===== src/rtl/id_emitter_pkg.sv =====
// Shared definitions for the identifier path: FSM encoding, ASCII constants
// and the letter/digit class bounds that the recognizer also checks.
package id_pkg;

  typedef enum logic [1:0] {
    S_IDLE = 2'd0,
    S_LET  = 2'd1,
    S_DIG  = 2'd2,
    S_TERM = 2'd3
  } state_t;

  localparam logic [7:0] ASCII_UA = 8'd65;
  localparam logic [7:0] ASCII_LA = 8'd97;
  localparam logic [7:0] ASCII_0  = 8'd48;
  localparam logic [7:0] ASCII_SP = 8'd32;

  localparam int LET_COUNT = 26;
  localparam int DIG_COUNT = 10;

  // A request's starting letter and digit must lie inside their classes.
  function automatic logic bases_ok(input logic [4:0] let_base, input logic [3:0] dig_base);
    return (let_base <= 5'(LET_COUNT - 1)) && (dig_base <= 4'(DIG_COUNT - 1));
  endfunction

endpackage


===== src/rtl/id_emitter_mod_counter.sv =====
// Loadable modulo-MOD up-counter; o_next exposes the value it will hold after
// this edge so the owner can register outputs derived from it.
module mod_counter #(
  parameter int MOD   = 10,
  parameter int WIDTH = 4
) (
  input  logic             clk,
  input  logic             reset,
  input  logic             i_load,
  input  logic [WIDTH-1:0] i_load_val,
  input  logic             i_inc,
  output logic [WIDTH-1:0] o_value,
  output logic [WIDTH-1:0] o_next
);

  logic [WIDTH-1:0] r_value;
  logic [WIDTH-1:0] w_next;

  always_comb begin
    w_next = r_value;
    if (i_load)
      w_next = i_load_val;
    else if (i_inc)
      w_next = (r_value == WIDTH'(MOD - 1)) ? '0 : r_value + WIDTH'(1);
  end

  always_ff @(posedge clk) begin
    if (reset)
      r_value <= '0;
    else
      r_value <= w_next;
  end

  assign o_value = r_value;
  assign o_next  = w_next;

endmodule


===== src/rtl/id_emitter.sv =====
// Identifier stream source: emits letters, then digits, then an optional
// space, one registered byte per valid/ready handshake.
module id_emitter
  import id_pkg::*;
#(
  parameter int LEN_W   = 4,
  parameter bit TERM_EN = 1'b1
) (
  input  logic             clk,
  input  logic             reset,
  input  logic             start,
  input  logic             upper,
  input  logic [4:0]       let_base,
  input  logic [LEN_W-1:0] let_len,
  input  logic [3:0]       dig_base,
  input  logic [LEN_W-1:0] dig_len,
  output logic [7:0]       o_char,
  output logic             valid,
  input  logic             ready,
  output logic             busy,
  output logic             done,
  output logic             err
);

  state_t           r_state, w_state_nxt;
  logic [LEN_W-1:0] r_let_rem, r_dig_rem;
  logic             r_upper;
  logic [7:0]       r_char;
  logic             r_valid, r_done, r_err;

  logic             w_fire, w_legal, w_accept, w_reject;
  logic             w_let_inc, w_dig_inc, w_upper_nxt;
  logic [4:0]       w_let_val, w_let_next;
  logic [3:0]       w_dig_val, w_dig_next;
  logic [7:0]       w_char_nxt;
  logic             w_valid_nxt, w_done_nxt, w_err_nxt;

  assign w_fire    = r_valid & ready;
  assign w_legal   = (let_len != '0) && bases_ok(let_base, dig_base);
  assign w_accept  = (r_state == S_IDLE) && start && w_legal;
  assign w_reject  = (r_state == S_IDLE) && start && !w_legal;
  assign w_let_inc = (r_state == S_LET) && w_fire;
  assign w_dig_inc = (r_state == S_DIG) && w_fire;

  mod_counter #(.MOD(LET_COUNT), .WIDTH(5)) u_let_ctr (
    .clk       (clk),
    .reset     (reset),
    .i_load    (w_accept),
    .i_load_val(let_base),
    .i_inc     (w_let_inc),
    .o_value   (w_let_val),
    .o_next    (w_let_next)
  );

  mod_counter #(.MOD(DIG_COUNT), .WIDTH(4)) u_dig_ctr (
    .clk       (clk),
    .reset     (reset),
    .i_load    (w_accept),
    .i_load_val(dig_base),
    .i_inc     (w_dig_inc),
    .o_value   (w_dig_val),
    .o_next    (w_dig_next)
  );

  always_ff @(posedge clk) begin
    if (reset)
      r_state <= S_IDLE;
    else
      r_state <= w_state_nxt;
  end

  // Leaving a run happens when its count is 1, so the counts never wrap below 0.
  always_comb begin
    w_state_nxt = r_state;
    unique case (r_state)
      S_IDLE: if (w_accept) w_state_nxt = S_LET;
      S_LET: begin
        if (w_fire && (r_let_rem == LEN_W'(1))) begin
          if (r_dig_rem != '0) w_state_nxt = S_DIG;
          else if (TERM_EN)    w_state_nxt = S_TERM;
          else                 w_state_nxt = S_IDLE;
        end
      end
      S_DIG: begin
        if (w_fire && (r_dig_rem == LEN_W'(1)))
          w_state_nxt = TERM_EN ? S_TERM : S_IDLE;
      end
      S_TERM: if (w_fire) w_state_nxt = S_IDLE;
      default: w_state_nxt = S_IDLE;
    endcase
  end

  // The byte for the next cycle is derived from the next state and counter values.
  always_comb begin
    w_upper_nxt = w_accept ? upper : r_upper;
    w_char_nxt  = 8'h00;
    unique case (w_state_nxt)
      S_LET:   w_char_nxt = (w_upper_nxt ? ASCII_UA : ASCII_LA) + {3'b000, w_let_next};
      S_DIG:   w_char_nxt = ASCII_0 + {4'b0000, w_dig_next};
      S_TERM:  w_char_nxt = ASCII_SP;
      default: w_char_nxt = 8'h00;
    endcase
    w_valid_nxt = (w_state_nxt != S_IDLE);
    w_done_nxt  = (r_state != S_IDLE) && (w_state_nxt == S_IDLE);
    w_err_nxt   = w_reject;
  end

  always_ff @(posedge clk) begin
    if (reset) begin
      r_let_rem <= '0;
      r_dig_rem <= '0;
      r_upper   <= 1'b0;
      r_char    <= 8'h00;
      r_valid   <= 1'b0;
      r_done    <= 1'b0;
      r_err     <= 1'b0;
    end else begin
      if (w_accept) begin
        r_let_rem <= let_len;
        r_dig_rem <= dig_len;
        r_upper   <= upper;
      end else begin
        if (w_let_inc) r_let_rem <= r_let_rem - LEN_W'(1);
        if (w_dig_inc) r_dig_rem <= r_dig_rem - LEN_W'(1);
      end
      r_char  <= w_char_nxt;
      r_valid <= w_valid_nxt;
      r_done  <= w_done_nxt;
      r_err   <= w_err_nxt;
    end
  end

  assign o_char = r_char;
  assign valid  = r_valid;
  assign busy   = (r_state != S_IDLE);
  assign done   = r_done;
  assign err    = r_err;

endmodule


===== config.mk =====
export PLATFORM = sky130hd
export DESIGN_NAME = id_emitter
export DESIGN_NICKNAME = d
export VERILOG_FILES = /design/src/rtl/id_emitter_pkg.sv /design/src/rtl/id_emitter_mod_counter.sv /design/src/rtl/id_emitter.sv
export SDC_FILE = /design/constraint.sdc
export NUM_CORES = 1
export LEC_CHECK = 0
export BUFFER_PORTS_ARGS = -buffer_cell sky130_fd_sc_hd__buf_2
export CORE_MARGIN = 1
export CORE_UTILIZATION = 40
export CTS_CLUSTER_SIZE = 28
export DETAILED_ROUTE_END_ITERATION = 6
export HOLD_SLACK_MARGIN = 0.15
export PLACE_DENSITY = 0.68
export SLEW_MARGIN = 10
export SYNTH_ARGS = -nofsm -noshare
export SYNTH_HDL_FRONTEND = slang
export SYNTH_SLANG_ARGS = --single-unit
export TNS_END_PERCENT = 1

===== constraint.sdc =====
create_clock -name clk -period 3.2 [get_ports clk]
set_clock_uncertainty 0.05 [all_clocks]
set_input_delay 0.64 -clock clk [delete_from_list [all_inputs] [get_ports clk]]
set_output_delay 0.64 -clock clk [all_outputs]
set_load 0.02 [all_outputs]

==> metrics.yaml <==
outcome:
  status: "completed"
clock_network:
  cts_resized: 0
  cts-hold-fix-buffers: 0
  post-cts-setup-buffers: 0
  cts.sinks: 31
  h-tree-depth: 2
  cts_buffers: 5
  cts_tree: "built"
  clk-insertion-delay-late_ns: 0.28
  cts_buffer_depth: 2
  cts_root_buffer: "clkbuf_8"
  clkTransAtPathRegs_ns: 0.07
hold_path:
  min_from: "r_let_rem[3]"
  holdPathEnd: "r_let_rem[3]"
  min_path_cells: 2
  hp-class: "reg2reg"
yosys:
  ys.flop_type: "dfxtp_1"
  postSynthCellCount: 216
  yosysWarnings: 0
  yosysSeqAreaShare_pct: 35.6
  synth_nets: 246
  synth_fa_ha_area_share_pct: 5.74
  synth-compound-area-share_pct: 20.0
  ys_seq_elements: 31
  async_reset_ff_share_pct: 0
  synth_area_per_cell_um2: 8.07
  yosysUniqueCellTypes: 48
  synth_xor_area_share_pct: 3.52
  synth.area.mux_share_pct: 0.574
  synth_top_family_by_area: "simple AND/OR/NAND/NOR gates"
  syn_area_mm2: 0.00174
  synth-edff-count: 0
  synth_simple_gate_area_share_pct: 29.7
sta:
  tns_ns: 0
  min_period_ns: 2.44
  finalHoldViolCount: 0
  fin_ws_ns: 0.759
  tightest_slew_ns: 0.497
  period_share_pct: 76.3
  slew_headroom_pct: 66.9
  rsz0062_at_grt: "no"
  setup_viol: 0
  finalMaxSlewViolations: 0
  hold_slack_ns: 0.446
  fmax_ghz: 0.410
critical_path:
  critPathMaxFanout: 12
  endpoint_kind: "flop"
  cp-start-kind: "primary input"
  cp_data_required_time_ns: 3.36
  r2r-end: "o_char[4]"
  critPathKind: "in2reg"
  ff2ff_path_depth: 6
  r2r_slack_ns: 0.86
  critPathArrivalTime_ns: 2.60
  worstReg2RegStart: "r_state[1]"
routing:
  viasPerCell: 5.41
  drt_pass1_iterations: 4
  drt_iter0_drc: 52
  vias: 1629
  drt-total-wl_mm: 4.09
  drc: 0
  ant_nets: 0
  wire_per_inst_um: 13.6
floorplan:
  initial_utilization_pct: 42.7
  num_rows: 23
  fp.dieW_um: 68.0
  fp.coreArea_mm2: 0.00409
  die-area_mm2: 0.00463
  die_height_um: 68.0
  io_pins: 34
global_routing:
  grt_max_degree: 29
  antenna_found_initial: 0
  grt_overflow: 0
  grt_pass1_wl_mm: 6.95
  first_global_vias: 1520
  track_usage_pct: 20.4
layout:
  fillCellCount: 431
  antennaDiodeCount: 0
  seqCellArea_um2: 621
  nets: 280
  multi_input_area_mm2: 0.00104
  drive_gt1_share_pct: 20.3
  area_delta_synth_final_pct: 18.2
place:
  place_ws_ns: 0.449
  globalplace.congestion: 0.878
  port_buffers: 33
  hpwlAfterDp_mm: 3.08
flow_run:
  cap_violations: 0
power:
  p_leak_nw: 0.812
  power_density_mw_per_mm2: 500
  peakVddDrop_v: 0.000269
-- state kept, by name, indices dropped and copies added (netlist names) --
| name | count |
|---|---|
| r_state | 2 |
| r_let_rem | 4 |
| r_dig_rem | 4 |
| o_char | 8 |
| u_let_ctr.o_value | 5 |
| done | 1 |
| r_upper | 1 |
| valid | 1 |
| err | 1 |
| u_dig_ctr.o_value | 4 |
-- cells in the mapped netlist, types with 3 or more instances --
cell type	count	area, um^2
a31oi_1	4	25.0
o211ai_1	6	45.0
a21oi_1	13	65.1
nand4b_1	4	35.0
nand2_1	25	93.8
dfxtp_1	31	621
nor3_1	6	30.0
nand4_1	3	18.8
nand3_1	11	55.1
clkbuf_1	6	22.5
xnor2_1	5	43.8
ha_1	8	100
inv_1	11	41.3
and4b_1	3	30.0
o21ai_0	6	30.0
a211oi_1	8	60.1
nor2_1	25	93.8
-- kinds of logic (layout without fill, tap and decap cells) --
| logic type | Yosys count | in the layout |
|---|---|---|
| buf+inv | 21 | 56 |
| mux | 1 | 1 |
| fa+ha+maj | 8 | 8 |
| simple gates | 96 | 96 |
| xor+xnor | 7 | 7 |
| flops | 31 | 31 |
| compound gates | 52 | 52 |
-- layout by cell type (no fill, tap or decap), drive strengths merged, types with 3 or more instances in the layout --
master / n
a211oi: 8
a21oi: 13
a31oi: 4
and4b: 3
buf: 37
clkbuf: 7
dfxtp: 31
ha: 8
inv: 11
nand2: 25
nand3: 11
nand4: 3
nand4b: 5
nor2: 25
nor3: 6
o211ai: 7
o21ai: 8
or3: 3
xnor2: 5
-- worst max-delay path, stage by stage --
cell and delay, ns:
buf_2 0.10, or4_1 0.61, and4b_1 0.36, nand2_1 0.12
o211ai_1 0.13, ha_1 0.28, a311o_1 0.27, o211ai_1 0.08
-- where the power goes --
group | leakage (nW) | internal [mW] | switching [mW]
combinational | 0.507 | 0.0931 | 0.133
sequential | 0.254 | 0.423 | 0.0311
clock | 0.0505 | 0.196 | 0.155
total | 0.812 | 0.712 | 0.319
-- stage by stage --
step                      cells  util, %  area (um^2)  total power, mW
after detailed placement    293     47.9         1960            0.689
after floorplan             216        -         1740            0.617
after global routing        301     50.4         2060             1.09
after global placement      293     47.9         1960            0.685
after CTS                   301     50.4         2060             1.04
final                       301     50.4         2060             1.03
-- metal layers --
metal	routed length [um]	part of all wire, %	track usage (%)
met2	1790	44	32.6
met4	53	1.3	6.51
met5	0	0	0
met3	179	4.4	4.67
met1	2060	50	26.8
-- how the worst max path moves through the flow --
stage	startpoint	to	slack (ns)	depth (start not counted)
CTS	let_len[0]	o_char[4]	0.75	8
detailed placement	let_len[0]	o_char[4]	0.45	8
global route	let_len[0]	o_char[4]	0.62	8
global placement	let_len[0]	o_char[4]	0.54	8
finish	let_len[0]	o_char[4]	0.76	8
floorplan	let_len[0]	o_char[4]	0.66	8
-- area by class of cell --
class	instances	share of cell area (%)
clock buffers	7	4.68
clock inverters	1	0.364
inverters	11	2.00
multi-input cells	164	50.3
flip-flops and latches	31	30.1
well taps	50	3.04
repair buffers	37	9.47
Note: power is estimated with default switching activity, not from simulation.
